[config.mk]
export PLATFORM = sky130hd
export DESIGN_NAME = cu_seq_flat
export DESIGN_NICKNAME = d
export VERILOG_FILES = /design/src/rtl/cu_if.sv /design/src/rtl/cu_seq.sv /design/src/flat_wrapper.sv
export SDC_FILE = /design/constraint.sdc
export NUM_CORES = 1
export LEC_CHECK = 0
export CAP_MARGIN = 15
export CORE_ASPECT_RATIO = 1.1
export CORE_MARGIN = 4
export CORE_UTILIZATION = 23
export CTS_BUF_LIST = sky130_fd_sc_hd__clkbuf_4 sky130_fd_sc_hd__clkbuf_8 sky130_fd_sc_hd__clkbuf_16
export CTS_CLUSTER_DIAMETER = 150
export DETAILED_ROUTE_END_ITERATION = 7
export MAX_ROUTING_LAYER = met4
export PLACE_DENSITY = 0.57
export SYNTH_ARGS = -nofsm -noshare
export SYNTH_HDL_FRONTEND = slang
export SYNTH_SLANG_ARGS = --single-unit
[constraint.sdc]
create_clock -name clk -period 2.3 [get_ports clk]
set_clock_uncertainty 0.1 [all_clocks]
set_input_delay 0.46 -clock clk [delete_from_list [all_inputs] [get_ports clk]]
set_output_delay 0.46 -clock clk [all_outputs]
set_load 0.005 [all_outputs]
[src/rtl/cu_if.sv]
// cu_if: decode-stage bundle between the instruction decoder and the control unit.
interface cu_if #(parameter int OPW = 4);
    logic [OPW-1:0] opcode;
    logic valid, interrupt;
    logic ALU_src, reg_write, MEMR, MEMW, MTR, Branch, Out, In, PushPop, PushPc, PopPc, Spop;
    logic flg_push, flg_pop, vec_load, stall, flush, int_ack;
    logic [1:0] beat, state;
    modport master (
        output opcode, valid, interrupt,
        input ALU_src, reg_write, MEMR, MEMW, MTR, Branch, Out, In, PushPop, PushPc, PopPc, Spop,
        input flg_push, flg_pop, vec_load, stall, flush, int_ack, beat, state
    );
    modport slave (
        input opcode, valid, interrupt,
        output ALU_src, reg_write, MEMR, MEMW, MTR, Branch, Out, In, PushPop, PushPc, PopPc, Spop,
        output flg_push, flg_pop, vec_load, stall, flush, int_ack, beat, state
    );
endinterface

[src/rtl/cu_seq.sv]
// cu_seq: decode-stage control unit; single-cycle decode plus multi-beat CALL/RET/RETI/interrupt stack sequencing.
module cu_seq #(
    parameter int OPW      = 4,
    parameter int PC_BEATS = 2,
    parameter int SAVE_FLG = 1
) (
    input logic clk,
    input logic rst_n,
    cu_if.slave bus
);
    typedef enum logic [1:0] {IDLE = 2'b00, PUSH = 2'b01, POP = 2'b10, INT = 2'b11} st_t;
    typedef struct packed {
        logic alu_src, reg_write, memr, memw, mtr, branch, out, in, push_pop, push_pc, pop_pc, spop;
        logic flg_push, flg_pop, vec_load, stall, flush, int_ack;
        logic [1:0] beat, state;
    } ctl_t;
    localparam logic [2:0] NPC = 3'(PC_BEATS);
    localparam logic [2:0] LAST = 3'(PC_BEATS - 1);
    localparam bit FLG = SAVE_FLG != 0;
    st_t st, st_n;
    logic [2:0] cnt, cnt_n;
    logic reti, reti_n, int_pend, pend, op_ok, last, single;
    logic [3:0] op;
    ctl_t c;
    assign op = bus.opcode[3:0];
    assign op_ok = bus.valid && (bus.opcode >> 4) == '0;
    assign pend = int_pend | bus.interrupt;
    always_comb begin
        c = '0;
        c.state = st;
        st_n = st;
        cnt_n = cnt;
        reti_n = reti;
        last = 1'b0;
        single = 1'b0;
        case (st)
            IDLE: begin
                if (pend) begin
                    c.int_ack = 1'b1;
                    c.stall = 1'b1;
                    st_n = INT;
                    cnt_n = '0;
                end else if (op_ok) begin
                    case (op)
                        4'h2: c.reg_write = 1'b1;
                        4'h3: c.out = 1'b1;
                        4'h4: {c.in, c.reg_write} = 2'b11;
                        4'h5: {c.alu_src, c.reg_write} = 2'b11;
                        4'h6: {c.memw, c.push_pop, c.spop} = 3'b111;
                        4'h7: {c.memr, c.mtr, c.reg_write, c.spop} = 4'b1111;
                        4'h8: c.branch = 1'b1;
                        4'hB: {c.memr, c.mtr, c.reg_write} = 3'b111;
                        4'hC: c.memw = 1'b1;
                        4'h9: begin
                            {c.memw, c.push_pop, c.push_pc, c.spop} = 4'b1111;
                            single = PC_BEATS == 1;
                            {c.branch, c.flush, c.stall} = {single, single, !single};
                            st_n = single ? IDLE : PUSH;
                            cnt_n = single ? 3'd0 : 3'd1;
                        end
                        4'hA, 4'hE: begin
                            {c.memr, c.pop_pc, c.spop} = 3'b111;
                            reti_n = op == 4'hE;
                            single = PC_BEATS == 1 && !(op == 4'hE && FLG);
                            {c.flush, c.stall} = {single, !single};
                            st_n = single ? IDLE : POP;
                            cnt_n = single ? 3'd0 : 3'd1;
                        end
                        default: ;
                    endcase
                end
            end
            PUSH: begin
                {c.memw, c.push_pop, c.push_pc, c.spop} = 4'b1111;
                c.beat = cnt[1:0];
                last = cnt == LAST;
                c.branch = last;
            end
            POP: begin
                if (cnt < NPC) begin
                    {c.memr, c.pop_pc, c.spop} = 3'b111;
                    c.beat = cnt[1:0];
                    last = cnt == LAST && !(reti && FLG);
                end else begin
                    {c.memr, c.spop, c.flg_pop} = 3'b111;
                    last = 1'b1;
                end
            end
            INT: begin
                if (cnt < NPC) begin
                    {c.memw, c.push_pc, c.push_pop, c.spop} = 4'b1111;
                    c.beat = cnt[1:0];
                end else if (FLG && cnt == NPC) begin
                    {c.memw, c.push_pop, c.spop, c.flg_push} = 4'b1111;
                end else begin
                    c.vec_load = 1'b1;
                    last = 1'b1;
                end
            end
        endcase
        if (st != IDLE) begin
            c.flush = last;
            c.stall = !last;
            st_n = last ? IDLE : st;
            cnt_n = last ? 3'd0 : cnt + 3'd1;
        end
    end
    always_ff @(posedge clk) begin
        if (!rst_n) begin
            st <= IDLE;
            cnt <= '0;
            reti <= 1'b0;
            int_pend <= 1'b0;
        end else begin
            st <= st_n;
            cnt <= cnt_n;
            reti <= reti_n;
            int_pend <= c.int_ack ? 1'b0 : pend;
        end
    end
    // Outputs are forced low while reset is asserted so no partial beat leaks out.
    assign {bus.ALU_src, bus.reg_write, bus.MEMR, bus.MEMW, bus.MTR, bus.Branch, bus.Out, bus.In,
            bus.PushPop, bus.PushPc, bus.PopPc, bus.Spop, bus.flg_push, bus.flg_pop, bus.vec_load,
            bus.stall, bus.flush, bus.int_ack, bus.beat, bus.state} = rst_n ? c : '0;
endmodule
[src/flat_wrapper.sv]
// flat-port wrapper written by rule: the top's interface ports become plain ports
module cu_seq_flat 
#(
    parameter int OPW      = 4,
    parameter int PC_BEATS = 2,
    parameter int SAVE_FLG = 1
)
  (clk, rst_n, bus_opcode, bus_valid, bus_interrupt, bus_ALU_src, bus_reg_write, bus_MEMR, bus_MEMW, bus_MTR, bus_Branch, bus_Out, bus_In, bus_PushPop, bus_PushPc, bus_PopPc, bus_Spop, bus_flg_push, bus_flg_pop, bus_vec_load, bus_stall, bus_flush, bus_int_ack, bus_beat, bus_state);
  cu_if #(.OPW(OPW)) bus_i ();
  input logic clk;
  input logic rst_n;
  input wire logic [$bits(bus_i.opcode)-1:0] bus_opcode;
  input wire logic [$bits(bus_i.valid)-1:0] bus_valid;
  input wire logic [$bits(bus_i.interrupt)-1:0] bus_interrupt;
  output wire logic [$bits(bus_i.ALU_src)-1:0] bus_ALU_src;
  output wire logic [$bits(bus_i.reg_write)-1:0] bus_reg_write;
  output wire logic [$bits(bus_i.MEMR)-1:0] bus_MEMR;
  output wire logic [$bits(bus_i.MEMW)-1:0] bus_MEMW;
  output wire logic [$bits(bus_i.MTR)-1:0] bus_MTR;
  output wire logic [$bits(bus_i.Branch)-1:0] bus_Branch;
  output wire logic [$bits(bus_i.Out)-1:0] bus_Out;
  output wire logic [$bits(bus_i.In)-1:0] bus_In;
  output wire logic [$bits(bus_i.PushPop)-1:0] bus_PushPop;
  output wire logic [$bits(bus_i.PushPc)-1:0] bus_PushPc;
  output wire logic [$bits(bus_i.PopPc)-1:0] bus_PopPc;
  output wire logic [$bits(bus_i.Spop)-1:0] bus_Spop;
  output wire logic [$bits(bus_i.flg_push)-1:0] bus_flg_push;
  output wire logic [$bits(bus_i.flg_pop)-1:0] bus_flg_pop;
  output wire logic [$bits(bus_i.vec_load)-1:0] bus_vec_load;
  output wire logic [$bits(bus_i.stall)-1:0] bus_stall;
  output wire logic [$bits(bus_i.flush)-1:0] bus_flush;
  output wire logic [$bits(bus_i.int_ack)-1:0] bus_int_ack;
  output wire logic [$bits(bus_i.beat)-1:0] bus_beat;
  output wire logic [$bits(bus_i.state)-1:0] bus_state;
  assign bus_i.opcode = bus_opcode;
  assign bus_i.valid = bus_valid;
  assign bus_i.interrupt = bus_interrupt;
  assign bus_ALU_src = bus_i.ALU_src;
  assign bus_reg_write = bus_i.reg_write;
  assign bus_MEMR = bus_i.MEMR;
  assign bus_MEMW = bus_i.MEMW;
  assign bus_MTR = bus_i.MTR;
  assign bus_Branch = bus_i.Branch;
  assign bus_Out = bus_i.Out;
  assign bus_In = bus_i.In;
  assign bus_PushPop = bus_i.PushPop;
  assign bus_PushPc = bus_i.PushPc;
  assign bus_PopPc = bus_i.PopPc;
  assign bus_Spop = bus_i.Spop;
  assign bus_flg_push = bus_i.flg_push;
  assign bus_flg_pop = bus_i.flg_pop;
  assign bus_vec_load = bus_i.vec_load;
  assign bus_stall = bus_i.stall;
  assign bus_flush = bus_i.flush;
  assign bus_int_ack = bus_i.int_ack;
  assign bus_beat = bus_i.beat;
  assign bus_state = bus_i.state;
  cu_seq #(.OPW(OPW), .PC_BEATS(PC_BEATS), .SAVE_FLG(SAVE_FLG)) u_core (.clk(clk), .rst_n(rst_n), .bus(bus_i));
endmodule
==> Implementation_results.wiki <==
{| class="wikitable"
! Metric !! Value
|-
| Transition time at the pin with the least slew margin || 0.409 ns
|-
| Fraction of synthesized cell area taken by the top area cell type || 15.8%
|-
| Switching part of the total || 42.1%
|-
| Critical path arrival || 1.77 ns
|-
| Critical-path maximum fanout || 8
|-
| Kind of end point of the critical path || primary output
|-
| Total Die Area || 4930 µm²
|-
| Die boundary width || 67.3 µm
|-
| Avg Synthesized Cell Area || 7.23 µm²
|-
| Class of the most critical hold timing path || reg -> reg
|-
| Count of antenna diodes in the layout || 0
|-
| Number of warnings printed during yosys synthesis || 0
|-
| IR Drop Worst-Case VDD || 0.429 mV
|-
| P_int || 0.840 mW
|-
| Clock Latency Late Sink || 0.23 ns
|-
| Overall global routing resource usage || 15.3%
|-
| Nets@finish || 208
|-
| Detail-routed via count per cell || 4.94
|-
| Multi-input gate area || 792 µm²
|-
| Number of clock buffers inserted by TritonCTS || 3
|-
| Mapped Cells || 123
|-
| Number of H-tree levels || 1
|-
| Most crowded layer after global routing || met2
|-
| Number of DRC violations after detailed-routing iteration 0 || 36
|-
| Category of the worst setup path launch point || input port
|-
| Post-route DRC violation count || 0
|-
| Run status || complete, but fails checks
|-
| Clock Sinks || 7
|-
| Achievable Freq || 430 MHz
|-
| Via count of the routed design || 1,191
|-
| WL per Instance || 14.9 µm
|-
| Leading area contributor after synthesis || dfxtp_1
|-
| Setup repair after global routing missed its margin || yes
|-
| Failing checks || setup timing
|-
| Row count || 23
|-
| Combinational power share || 73.0%
|-
| Shortest period the worst path allows || 2.33 ns
|-
| Cell at the root of the clock tree || clkbuf_8
|-
| Initial Util || 24.2%
|-
| Met2 Resource Use GR || 27.4%
|-
| Fraction of met1 tracks used by global routing || 17.2%
|-
| Routing usage on met3 || 2.31%
|-
| Filler Cells Inserted || 395
|-
| Share of synthesized flip-flops with an asynchronous set or reset || 0%
|-
| Signed area change from the synthesized netlist to the final layout || 83.8%
|-
| Maximum number of pins on one net before global-route repair || 13
|-
| Unique masters post-synth || 42
|-
| Post-route cell area || 1640 µm²
|-
| Top Ports || 30
|-
| Cell with the most instances after synthesis || nor2_1
|-
| First-pass DRT Iterations || 4
|-
| Most common flop cell mapped by yosys || dfxtp_1
|-
| NetSw || 0.612 mW
|-
| CP Class || in -> out
|-
| Register bit count reported by yosys || 7
|-
| Clock tree from TritonCTS || yes
|-
| Max-Cap Viols || 0
|-
| Dpl cell area || 1460 µm²
|-
| Antenna Violating Nets Remaining || 0
|-
| Mapped Area || 890 µm²
|-
| Final setup fails || 2
|-
| Post-cts hold buffer count || 0
|-
| Share of power burned in registers || 13.6%
|-
| Final critical-path share of the clock period || 101%
|-
| Number of flops mapped to enable cells by yosys || 0
|-
| Proportion of layout cells with a drive suffix above 1 || 47.1%
|-
| Place WS || -0.464 ns
|-
| Post-route worst setup slack || -0.0281 ns
|-
| Input/output buffers || 29
|-
| Top cells by instance count after synthesis || nor2_1, nand2_1, ha_1
|-
| CP required || 1.74 ns
|-
| Areal power density over the cells || 888 nW/µm²
|-
| FF+latch area || 145 µm²
|-
| Top cells by area, synth || dfxtp_1, ha_1, nor2_1
|-
| Clock Power Share || 13.4%
|-
| Worst-path clk slew || 0.05 ns
|-
| Total Power || 1.45 mW
|-
| Sum of overflow across all layers after global routing || 0
|-
| Register area share after synthesis || 15.8%
|-
| Via count of the first global-routing pass || 1,240
|-
| First-pass GRT wire length || 5.75 mm
|-
| Lkg Pwr || 0.741 nW
|-
| Maximum clock path buffer count || 2
|-
| Wire length reported by the detailed router || 3.60 mm
|-
| Hold Violations, Final || 0
|-
| Floorplan Core Area || 3680 µm²
|-
| Number of nets produced by synthesis || 139
|-
| Antenna violations before repair || 0
|-
| Die height || 73.2 µm
|-
| Routability-driven placement congestion ratio || 0.858
|-
| Worst slew margin || 72.6%
|-
| DP HPWL || 2.54 mm
|-
| Final Max Slew Viols || 0
|}
==> layout make-up <==
cell class	instances	area share, %
Inverter	7	1.91
Sequential cell	7	8.88
Clock buffer	4	2.98
Timing Repair Buffer	72	34.0
Tap cell	50	3.83
Multi-Input combinational cell	101	48.4
==> critical path, cell delays in order <==
cell	delay, ns
dlygate4sd2_1	0.26
buf_6	0.12
buf_4	0.15
nor2b_1	0.15
a221oi_1	0.31
o22ai_1	0.15
buf_2	0.15
==> placed cells by master, fill, tap and decap left out, types with 2 or more instances in the layout <==
master,count
a21oi_1,4
a21oi_2,2
a31oi_1,4
buf_2,5
buf_4,38
buf_6,5
clkbuf_2,8
clkbuf_8,3
clkdlybuf4s50_1,3
dfxtp_1,5
dlygate4sd2_1,11
ha_1,6
ha_4,2
inv_1,5
inv_4,2
nand2_1,11
nand2b_1,4
nand3_1,3
nor2_1,17
nor2b_1,2
nor3_1,3
nor3_2,3
nor4_2,2
o211ai_1,2
o21ai_2,2
or2_1,2
xnor2_1,3
==> worst paths after layout <==
kind / startpoint / end / slack (ns) / depth (start not counted)
setup reg to reg: u_core.st[1] / u_core.cnt[1] / 0.44 / 8
setup / recovery: bus_opcode[2] / bus_Spop / -0.03 / 7
hold reg to reg: u_core.reti / u_core.reti / 0.43 / 2
hold / removal: u_core.reti / u_core.reti / 0.43 / 2
==> layer usage <==
layer | share of wire, % | wire length [µm]
met5 | 0 | 0
met4 | 2.1 | 74
met3 | 4.6 | 164
met2 | 52 | 1880
met1 | 41 | 1480
==> through the flow <==
step                      utilization, %  TNS [ns]  cells  hold WS, ns
final                               44.4   -0.0293    241        0.431
after global routing                44.4    -0.151    241        0.494
after CTS                           43.8         0    239        0.436
after detailed placement            39.6     -7.21    228        0.425
after global placement              39.6     -6.88    228        0.393
after floorplan                        -         0    123        0.364
==> repair_timing <==
| item | in CTS | in global routing |
|---|---|---|
| setup buffers | 7 | 2 |
| pin swaps | 11 | 6 |
| gates resized for setup | 71 | 22 |
| endpoints found under the setup margin | 22 | 17 |
| cloned | 0 | 0 |
==> flip-flops by register name (all words and copies together), names as in the netlist <==
name	cells
u_core.st	2
u_core.cnt	3
u_core.reti	1
u_core.int_pend	1
==> kinds of logic (layout without fill, tap and decap cells) <==
kind of cell / count (synthesis) / count (layout) / share of synthesized area (%)
adder cells (fa/ha/maj): 8 / 8 / 11.3
multiplexers: 1 / 1 / 1.13
buffers and inverters: 15 / 83 / 7.45
XOR/XNOR: 3 / 3 / 2.95
AND/OR/NAND/NOR: 61 / 61 / 37.6
flip-flops: 7 / 7 / 15.8
AO/OA/AOI/OAI: 28 / 28 / 23.9
==> power groups by stage <==
stage | clock, mW | sequential, mW | combinational, mW
after global routing | 0.206 | 0.202 | 1.15
after CTS | 0.196 | 0.198 | 0.987
after global placement | 0 | 0.181 | 0.879
final | 0.194 | 0.198 | 1.06
after detailed placement | 0 | 0.184 | 0.890
after floorplan | 0 | 0.190 | 0.441
No activity file was read; power rests on OpenSTA's default activity.
==> patch, RTL diff (same flow settings) <==
`OPW` is set to 4 in 3 places; all go to 8.
--- a/src/rtl/cu_if.sv
+++ b/src/rtl/cu_if.sv
@@ -1,3 +1,3 @@
 // cu_if: decode-stage bundle between the instruction decoder and the control unit.
-interface cu_if #(parameter int OPW = 4);
+interface cu_if #(parameter int OPW = 8);
     logic [OPW-1:0] opcode;
--- a/src/rtl/cu_seq.sv
+++ b/src/rtl/cu_seq.sv
@@ -2,3 +2,3 @@
 module cu_seq #(
-    parameter int OPW      = 4,
+    parameter int OPW      = 8,
     parameter int PC_BEATS = 2,
--- a/src/flat_wrapper.sv
+++ b/src/flat_wrapper.sv
@@ -3,3 +3,3 @@
 #(
-    parameter int OPW      = 4,
+    parameter int OPW      = 8,
     parameter int PC_BEATS = 2,
Ports: changed (resized bus_opcode); port bits go from 30 to 34. No check against the original RTL was run, so the function may have changed too.
==> patch against the original RTL <==
- the run still ends with setup timing left
- area after synthesis rose by 6.5%
- routed wire length decreased by 4.4%
- maximum frequency is 6.7% lower
- first-iteration DRC count down 19%
- hold slack better by 0.088 ns
- total power down 29%
- final cell count rose by 8.7%
- core utilization is 1.1 points higher
- final area is 10% higher
- setup slack worse by 0.17 ns
- sequential cell count did not move
- synthesized cell count is 4.9% higher
- highest routed layer unchanged
==> patch: results (changes against the original RTL) <==
Placement
  • DP Worst Slack: -0.8337 ns (-0.3701 ns)
  • Placed cell count: 251 (+10%)
  • Area after detailed placement: 0.001632 mm^2 (+12%)
  • Port buffer count: 33 (+14%)
  • Detail Placement HPWL: 2517 um (-0.93%)
  • GP Congestion: 0.8164 (-4.9%)

Layout
  • Number of nets in the final layout: 230 (+11%)
  • Layout cells sized above 1: 0.5381 (+0.06689)

Logic synthesis
  • Most common library cells after synthesis: nor2_1, nand2_1, inv_1
  • Synth Net Count: 148 (+6.5%)
  • Number of distinct standard cells referenced by the synthesized netlist: 43 (+2.4%)
  • Gate count after technology mapping: 129 (+4.9%)
  • Part of the Yosys area used for sequential elements: 0.1480 (-0.009572)
  • Cells taking the most area after synthesis: dfxtp_1, ha_1, nor2_1, nand2b_1, nand2_1

Worst setup path
  • R2R Setup Slk: 0.48 ns (+0.04 ns)
  • Worst-path fanout max: 3 (-5)
  • End of the worst register-to-register path: u_core.st[1]
  • Origin of the worst setup path: bus_opcode[4]
  • Cell type of the slowest stage on the worst timing path: or4b_4
  • Critical path arrival: 1.93 ns (+0.16 ns)
  • Worst setup path endpoint: bus_MEMW

Detailed routing
  • Routed wire length per instance: 13.15 um (-12%)
  • Vias after detailed routing: 1,204 (+1.1%)
  • Detailed route wirelength on metal2: 1854 um (-1.5%)
  • Number of design-rule violations left by the first detailed-router iteration: 29 (-19%)
  • Wl on met1: 1481 um (about the same)
  • Length of routed met3 wiring: 82 um (-50%)

Global route
  • Maximum number of pins on one net before global-route repair: 11 (-2)
  • Met1 track demand over resource in global routing: 0.1606 (-0.01120)
  • Met3 routing resource usage after global routing: 0.007916 (-0.01520)
  • Combined global-route utilization of all metal layers: 0.1383 (-0.01436)
  • Number of global-route vias before repair: 1,289 (+4.0%)
  • Global Route met2 Usage: 0.2585 (-0.01554)

Clock network
  • CTS clk-pin slew, worst paths: approximately 0.04 ns

Power and ir drop
  • Leakage power: 0.0008818 uW (+19%)
  • Peak supply drop: 0.0006169 V (+44%)

Status
  • Outcome: finished, violations left
  • Violations in the final reports: setup timing

STA
  • Worst slack on hold paths: 0.5190 ns (+0.08789 ns)
  • Final setup margin: -0.1942 ns (-0.1661 ns)
  • Remaining max-slew budget at the tightest pin: 0.7285 (+0.002297)
  • Setup TNS Final: -1.403 ns (-1.373 ns)
  • Count of final setup violators: 12 (+10)

Worst hold path
  • Kind of path behind the tightest hold check: reg2reg
-- patch: changes by cell type after synthesis, moves of 3 or more --
cell and delta:
o21ai_0 +4, nand3_1 -4, a31oi_1 -4, a21oi_1 -3
nor3_1 -3, nor3_2 +3, a21boi_0 +4, nor2b_1 +3
-- patch: kinds of logic (layout without fill, tap and decap cells) --
| kind of cell | Yosys count | count (layout) | share of synthesized area |
|---|---|---|---|
| xor gates and xnor gates | 4 | 4 | 0.03699 |
| and+or+nand+nor | 64 | 64 | 0.3976 |
| AOI/OAI and AO/OA | 30 | 30 | 0.2338 |
| buffers and inverters | 17 | 98 | 0.09115 |
| DFF | 7 | 7 | 0.1479 |
| adders and majority gates | 7 | 7 | 0.09247 |
-- patch: critical path: cells and delay by family --
| family | cells | cell delay [ns] |
|---|---|---|
| AOI/OAI and AO/OA | 2 | 0.17 |
| buffers and inverters | 5 | 0.56 |
| and+or+nand+nor | 2 | 0.75 |
-- patch: final cells by class --
| class | count | area (um^2) |
|---|---|---|
| fillers | 401 | 2160 |
| well taps | 52 | 65.06 |
| clock buffers | 4 | 48.80 |
| inverters | 8 | 30.03 |
| multi-input cells | 105 | 865.8 |
| repair buffers | 86 | 651.9 |
| flip-flops and latches | 7 | 142.6 |
-- patch: repair_timing --
action | in CTS | in global routing
endpoints found under the setup margin | 22 | 19
setup buffers | 7 | 0
resized for setup | 109 | 19
cloned | 1 | 0
hold buffers | 0 | 0
pin swaps | 15 | 5
-- patch: report_power, final --
group | leakage (uW) | switching [uW] | internal [uW]
clock network | 0.0000262 | 60.0 | 132
registers | 0.0000579 | 12.8 | 146
logic | 0.000798 | 319 | 356
total | 0.000882 | 392 | 634
